**src/rtl/mosq_pkg.sv**
```systemverilog
// Shared types and default parameters for the mosquito temporal decision stage.
package mosq_pkg;

  typedef enum logic [1:0] {
    IDLE    = 2'd0,
    ON_HOLD = 2'd1,
    ON      = 2'd2
  } mosq_dec_state_t;

  localparam int unsigned MOSQ_WIN     = 16;
  localparam int unsigned MOSQ_ON_THR  = 10;
  localparam int unsigned MOSQ_OFF_THR = 4;
  localparam int unsigned MOSQ_HOLD    = 32;

endpackage

```
**src/rtl/mosq_decision_hit_window.sv**
```systemverilog
// Sliding window of the last WIN accepted hit flags with a running hit count.
module hit_window #(
  parameter int unsigned WIN = 16,
  parameter int unsigned CW  = $clog2(WIN + 1)
) (
  input  logic          clk,
  input  logic          rst,
  input  logic          in_en,
  input  logic          is_large,
  output logic [CW-1:0] cnt_next,
  output logic [CW-1:0] hit_cnt
);

  logic [WIN-1:0] hist_q, hist_d;
  logic [CW-1:0]  cnt_q,  cnt_d;

  // Incoming hit added, bit falling off the far end removed; stays in 0..WIN.
  always_comb begin
    cnt_next = cnt_q + CW'(is_large) - CW'(hist_q[WIN-1]);
    hist_d   = hist_q;
    cnt_d    = cnt_q;
    if (in_en) begin
      hist_d = {hist_q[WIN-2:0], is_large};
      cnt_d  = cnt_next;
    end
  end

  always_ff @(posedge clk or posedge rst) begin
    if (rst) begin
      hist_q <= '0;
      cnt_q  <= '0;
    end else begin
      hist_q <= hist_d;
      cnt_q  <= cnt_d;
    end
  end

  assign hit_cnt = cnt_q;

endmodule

```
**src/rtl/mosq_decision.sv**
```systemverilog
// M-of-N window plus on/off hysteresis producing the mosquito-present flag.
// Optional minimum hold time after assertion: define MOSQ_DECISION_HOLD_EN.
module mosq_decision
  import mosq_pkg::*;
#(
  parameter int unsigned WIN     = MOSQ_WIN,
  parameter int unsigned ON_THR  = MOSQ_ON_THR,
  parameter int unsigned OFF_THR = MOSQ_OFF_THR,
  parameter int unsigned HOLD    = MOSQ_HOLD,
  localparam int unsigned CW     = $clog2(WIN + 1)
) (
  input  logic          clk,
  input  logic          rst,
  input  logic          in_en,
  input  logic          is_large,
  output logic          detect,
  output logic          det_rise,
  output logic [CW-1:0] hit_cnt,
  output logic          out_en
);

  localparam logic [CW-1:0] ON_THR_C  = CW'(ON_THR);
  localparam logic [CW-1:0] OFF_THR_C = CW'(OFF_THR);

  logic [CW-1:0]   cnt_next;
  mosq_dec_state_t state_q, state_d;
  logic            detect_q, detect_d;
  logic            det_rise_q, det_rise_d;
  logic            out_en_q, out_en_d;

`ifdef MOSQ_DECISION_HOLD_EN
  localparam int unsigned HW = (HOLD > 1) ? $clog2(HOLD) : 1;
  localparam logic [HW-1:0] HOLD_INIT = HW'(HOLD - 1);
  logic [HW-1:0] hold_q, hold_d;
`endif

  hit_window #(
    .WIN (WIN),
    .CW  (CW)
  ) u_hit_window (
    .clk      (clk),
    .rst      (rst),
    .in_en    (in_en),
    .is_large (is_large),
    .cnt_next (cnt_next),
    .hit_cnt  (hit_cnt)
  );

  always_comb begin
    state_d    = state_q;
    det_rise_d = 1'b0;
    out_en_d   = in_en;
`ifdef MOSQ_DECISION_HOLD_EN
    hold_d     = hold_q;
`endif
    if (in_en) begin
      unique case (state_q)
        IDLE: begin
          if (cnt_next >= ON_THR_C) begin
`ifdef MOSQ_DECISION_HOLD_EN
            state_d = ON_HOLD;
            hold_d  = HOLD_INIT;
`else
            state_d = ON;
`endif
            det_rise_d = 1'b1;
          end
        end
        ON_HOLD: begin
`ifdef MOSQ_DECISION_HOLD_EN
          if (hold_q == '0) state_d = ON;
          else              hold_d  = hold_q - 1'b1;
`else
          state_d = IDLE;
`endif
        end
        ON: begin
          if (cnt_next <= OFF_THR_C) state_d = IDLE;
        end
        default: state_d = IDLE;
      endcase
    end
    detect_d = (state_d != IDLE);
  end

  always_ff @(posedge clk or posedge rst) begin
    if (rst) begin
      state_q    <= IDLE;
      detect_q   <= 1'b0;
      det_rise_q <= 1'b0;
      out_en_q   <= 1'b0;
    end else begin
      state_q    <= state_d;
      detect_q   <= detect_d;
      det_rise_q <= det_rise_d;
      out_en_q   <= out_en_d;
    end
  end

`ifdef MOSQ_DECISION_HOLD_EN
  always_ff @(posedge clk or posedge rst) begin
    if (rst) hold_q <= '0;
    else     hold_q <= hold_d;
  end
`endif

  assign detect   = detect_q;
  assign det_rise = det_rise_q;
  assign out_en   = out_en_q;

endmodule

```
**config.mk**
```make
export PLATFORM = sky130hd
export DESIGN_NAME = mosq_decision
export DESIGN_NICKNAME = d
export VERILOG_FILES = /design/src/rtl/mosq_pkg.sv /design/src/rtl/mosq_decision_hit_window.sv /design/src/rtl/mosq_decision.sv
export SDC_FILE = /design/constraint.sdc
export NUM_CORES = 1
export LEC_CHECK = 0
export ABC_AREA = 1
export CORE_MARGIN = 2
export CORE_UTILIZATION = 40
export DETAILED_ROUTE_END_ITERATION = 7
export DONT_BUFFER_PORTS = 1
export PLACE_DENSITY_LB_ADDON = 0.2
export SYNTH_ARGS = -nofsm -noshare
export SYNTH_HDL_FRONTEND = slang
export SYNTH_HIERARCHICAL = 1
export SYNTH_SLANG_ARGS = --single-unit
export TNS_END_PERCENT = 30
```
**constraint.sdc**
```tcl
create_clock -name clk -period 2.7 [get_ports clk]
set_input_delay 0.27 -clock clk [delete_from_list [all_inputs] [get_ports clk]]
set_output_delay 0.27 -clock clk [all_outputs]
set_load 0.005 [all_outputs]
```
# --- After elaboration in Yosys (flattened, before gate mapping) ---
# Index checks and enable logic that the tools add are counted.
totals:
  regBits: 26
  out_inout_bits: 8
  in_bits: 4
classes:
  magnitude_cmp: 2
  reduce_logical: 2
  n_addsub: 2
  n_mux: 7
  n_eq_ne: 1
ops:
  columns: ["cell", "count"]
  rows:
  - ["two-way mux 2 bit", 3]
  - ["adder 5 x 1 -> 5 bit", 1]
  - ["greater-or-equal comparator 5 x 4 -> 1 bit (second input constant)", 1]
  - ["<= comparator 5 x 3 -> 1 bit (second input constant)", 1]
  - ["subtractor 5 x 1 -> 5 bit", 1]
  - ["one-hot mux 2 bit (2 select lines)", 1]
  - ["two-way mux 1 bit", 3]
  - ["== test 2 bit (second input constant)", 1]
  - ["logical NOT 2 bit", 1]
  - ["nonzero test 2 bit", 1]

# --- Logic depth before layout (Yosys ltp) ---
depth:
  depth_word: 7
  mapped_depth: 16
  mapped_depth_nobuf: 16

# --- Cells and area by module ---
# Netlist, hierarchy kept.
by_module_without_submodules:
  columns: ["mod", "cells_per_inst", "seq_area_each_um2", "n_inst", "area_each_um2"]
  rows:
  - ["hit_window", 120, 525.5, 1, 997.2]
  - ["mosq_decision", 25, 125.1, 1, 216.5]

# --- Worst setup path before layout ---
# OpenSTA, ideal clock, no wires.
synth_path:
  path_type: "flip-flop to flip-flop"
  start: "register u_hit_window.cnt_q[0], in the netlist u_hit_window/hit_cnt[0]"
  end: "register detect_q, in the netlist detect"
  setup_ns: 0.121
  setup_slack_ns: 0.576
  path_stages_with_launch: 17
  t_arrival_ns: 2.003
  path_cell_list: "dfrtp_1 > inv_1 > ha_1 > inv_1 > ha_1 > fa_1 > nand2_1 > nand2_1 > nand2_1 > nand2_1 > and2_1 > nor2_1 > nand2_1 > nand2_1 > nand2_1 > nand2_2 > nand3_2"
synth_via:
  elab_chain_len: 7
synth_rtl:
  columns: ["item", "line_no", "source"]
  rows:
  - ["start, declared", "mosq_decision_hit_window.sv:15", "logic [CW-1:0] cnt_q, cnt_d;"]
  - ["start signal, assigned", "mosq_decision_hit_window.sv:34", "cnt_q <= cnt_d;"]
  - ["adder 5 x 1 -> 5 bit *", "mosq_decision_hit_window.sv:19", "cnt_next = cnt_q + CW'(is_large) - CW'(hist_q[WIN-1]);"]
  - ["subtractor 5 x 1 -> 5 bit *", "mosq_decision_hit_window.sv:19", null]
  - ["net cnt_next[4]", "mosq_decision.sv:25", "logic [CW-1:0] cnt_next;"]
  - ["<= comparator 5 x 3 -> 1 bit / greater-or-equal comparator 5 x 4 -> 1 bit (equally long branches)", "mosq_decision.sv:78, mosq_decision.sv:59", null]
  - ["two-way mux 2 bit, on equally long branches", "mosq_decision.sv:78, mosq_decision.sv:59", null]
  - ["one-hot mux 2 bit (2 select lines) *", "mosq_decision.sv:57", "unique case (state_q)"]
  - ["two-way mux 2 bit *", "mosq_decision.sv:56", "if (in_en) begin"]
  - ["nonzero test 2 bit *", "mosq_decision.sv:83", "detect_d = (state_d != IDLE);"]
  - ["net detect_d", "mosq_decision.sv:27", "logic detect_q, detect_d;"]
  - ["end signal, assigned", "mosq_decision.sv:94", "detect_q <= detect_d;"]
  - ["end, declared", "mosq_decision.sv:27", null]
# Mark *: on every way through the listed nets, which the timed path passes. The rest lies on a longest branch.
# A chain may end at the register's enable or synchronous reset.

# --- Worst setup path in the final report ---
# Ends and elaborated chain as after synthesis.

==> summary.md <==
| Metric | Value |
|---|---|
| Status | finished, final reports clean |
| Final setup viols | 0 |
| # DRC | 0 |
| Seq/Total Area, Yosys | 53.6% |
| FF-to-FF End | detect$_DFF_PP0_ |
| Worst EP required | between 2 and 3 ns |
| CP arrival | 2.57 ns |
| Leak pwr | 0.000712 uW |
| Worst stage delay on the critical path | 0.42 ns |
| Most used cell along the critical path | nand2_1 |
| R2R setup slack | 0.37 ns |
| Leading post-synthesis cells by cell area | dfrtp_1 54%, nand2_1 19%, inv_1 5.6%, ha_1 5.2%, o21ai_0 2.5% |
| Top-level I/O count | 12 |
| Worst-Skew Late Latency | between 0.3 and 0.4 ns |
| Routed vias/inst | around 4.8 |
| Total congestion overflow | 0 |
| CTS root buffer | clkbuf_4 |
| Startpoint types | flop |
| FMAX | between 0.4 and 0.5 GHz |
| Largest net degree at the start of global routing | 29 |
| Crit path max-delay family | adder cells |
| Yosys reg bits | 26 |
| Final antenna-violating net count | 0 |
| Worst R2R Start | u_hit_window/hit_cnt[0]$_DFFE_PP0P_ |
| YS warnings | 6 |
| Vias after detailed routing | ~860 |
| Detailed Place HPWL | ~1400 microns |
| Crit-path slowest cell | fa_1 |
| Clock transition at path regs | 0.14 ns |
| Max IR drop VDD | ~0.37 mV |
| Hold Fails Final Rpt | 0 |
| Library cells used by synthesis | 17 |
| Syn avg cell area | 8.37 sq um |
| Initial antenna violation count | 0 |
| Top cell type by total area after synthesis | dfrtp_1 |
| CTS Sinks | 26 |
| Nets | 158 |
| Critical Path Stages | 16 |
| Syn Nets | 155 |
| CP Max Fanout | 2 |
| Area Growth Syn to Fin | 5.67% |
| Die width | 59.1 microns |
| Dpl cell area | 1230 sq um |
| Initial Util | 42.9% |
| Fin crit period | approximately 2.3 ns |
| Final instance area | 1280 sq um |
| Synth Instances | 145 |
| Final Cycle Share | 86.5% |
| Routability cong. | 0.806 |
| Routed wire length | 2040 microns |
| CTS Buffer Depth | 2 |
| RSZ-0062 raised after global routing | no |
| Mean routed wirelength per cell | 11.5 microns |
| Slew Viols, Final | 0 |
| CP startpoint | u_hit_window/hit_cnt[0]$_DFFE_PP0P_ |
| Die H | 59.1 microns |
| GR Util All Layers | approximately 14% |
| CP Capture Point | detect$_DFF_PP0_ |
| Core Box Area | 2830 sq um |
| Final setup TNS | 0 ns |
| Critical path class | flop to flop |
| DRT iter0 DRCs | 60 |
| Die area | about 3500 sq um |
| Number of global-route vias before repair | approximately 910 |
| Worst-path cell chain | inv_1 > ha_1 > inv_1 > ha_1 > fa_1 > nand2_1 > nand2_1 > nand2_1 > nand2_1 > and2_1 > nor2_1 > nand2_1 > nand2_1 > nand2_1 > nand2_2 > nand3_2 |
| H-tree depth | 1 |
| Mapped Area | roughly 1200 sq um |
| Worst r2r path cells | 16 |
| Power per cell area | 1050 nW/um^2 |
| Port-buffer cells | 0 |
| Nature of the critical path endpoint | flop |
| Least-Margin Pin Slew | 0.801 ns |
| Layout cells sized above 1 | about 5.4% |
| Antenna Cells | 0 |
| Global-route wire length before repair | 3780 microns |
| First-pass DRT Iterations | 4 |
| Bufs and invs on worst path | 2 |
| Clock skew | between 0.01 and 0.015 ns |
| CTS tree | done |
| Max Cap Viol | 0 |
| Hold Crit Class | input port to flop |
| # resized after CTS | 0 |
| Top cell type's share of synthesized area | ~54% |
| Slew HR | a little under half |
| Row count | 19 |
| Worst Hold Depth | 1 |
| Total CTS buffers | 3 |
==> synthesized netlist by cell type (all sizes together) <==
library cell  count
inv              19
nand3             6
or2               2
dfrtp            26
ha                5
fa                1
nor2              7
and2              2
xor2              1
o21ai             8
buf               4
nand2            64
==> cell usage in the layout, fill, tap and decap left out, types with 2 or more instances in the layout <==
| master | n |
|---|---|
| o21ai_1 | 2 |
| clkbuf_4 | 3 |
| ha_1 | 5 |
| dfrtp_1 | 26 |
| nand3_2 | 2 |
| inv_1 | 18 |
| o21ai_0 | 6 |
| and2_1 | 2 |
| nor2_1 | 7 |
| nand3_1 | 4 |
| nand2_1 | 63 |
| or2_1 | 2 |
| dlygate4sd3_1 | 2 |
==> state kept, by name, summed over array words and instances, names as in the netlist <==
signal,count
u_hit_window/hist_q,16
det_rise,1
out_en,1
detect,1
state_q,2
u_hit_window/hit_cnt,5
==> report_power, final <==
group / switching [uW] / internal (uW)
logic: 357 / 242
clock network: 113 / 82.5
registers: 69.1 / 483
==> worst register-to-register path: cells and delay by family (launching register included) <==
family | cells | cell delay (ns)
flip-flops | 1 | 0.40
AND/OR/NAND/NOR | 11 | 0.85
buffers and inverters | 2 | 0.10
adder cells (fa/ha/maj) | 3 | 0.89
==> how the worst min path moves through the flow <==
stage / start / slack (ns) / endpoint
after floorplan: rst / 0.05 / det_rise$_DFF_PP0_
after global placement: rst / 0.07 / det_rise$_DFF_PP0_
after detailed placement: rst / 0.07 / det_rise$_DFF_PP0_
after CTS: in_en / 0.0002 / u_hit_window/hit_cnt[2]$_DFFE_PP0P_
after global routing: in_en / 0.02 / u_hit_window/hist_q[14]$_DFFE_PP0P_
final: in_en / 0.03 / u_hit_window/hit_cnt[2]$_DFFE_PP0P_
==> what timing repair did <==
action	4_1_cts	5_1_grt
setup endpoints to repair	0	0
endpoints found under the hold margin	19	0
buffers inserted	0	0
hold buffers	2	0
==> layer usage <==
metal	global-route usage, %	up-vias	routed length [microns]
met1	17.5	400	986
met3	3.93	4	64
met5	0	-	0
met2	24.4	12	966
li1	-	439	-
met4	4.87	0	25
==> layout make-up <==
class / instances / area, sq um
Clock buffer: 4 / 36.3
Inverter: 19 / 71.3
Timing Repair Buffer: 2 / 20.0
Sequential cell: 26 / 651
Tap cell: 31 / 38.8
Fill cell: 287 / 1550
Multi-Input combinational cell: 96 / 465
==> logic make-up after synthesis <==
logic type | synth area share (%)
AND/OR/NAND/NOR | 27.5
flip-flops | 53.6
buffers and inverters | 8.04
AO/OA/AOI/OAI | 3.30
adder cells (fa/ha/maj) | 6.80
XOR/XNOR | 0.722
==> per-stage QoR <==
step	hold slack [ns]	power, uW	setup WS, ns	util, %	instances
after floorplan	0.0485	1050	0.576	-	145
after global routing	0.0160	1500	0.103	45.3	178
after CTS	0.000169	1370	0.347	45.3	178
after detailed placement	0.0685	1160	0.370	43.3	172
after global placement	0.0650	1140	0.435	43.3	172
final	0.0317	1350	0.365	45.3	178
(Power assumes the default switching activity.)
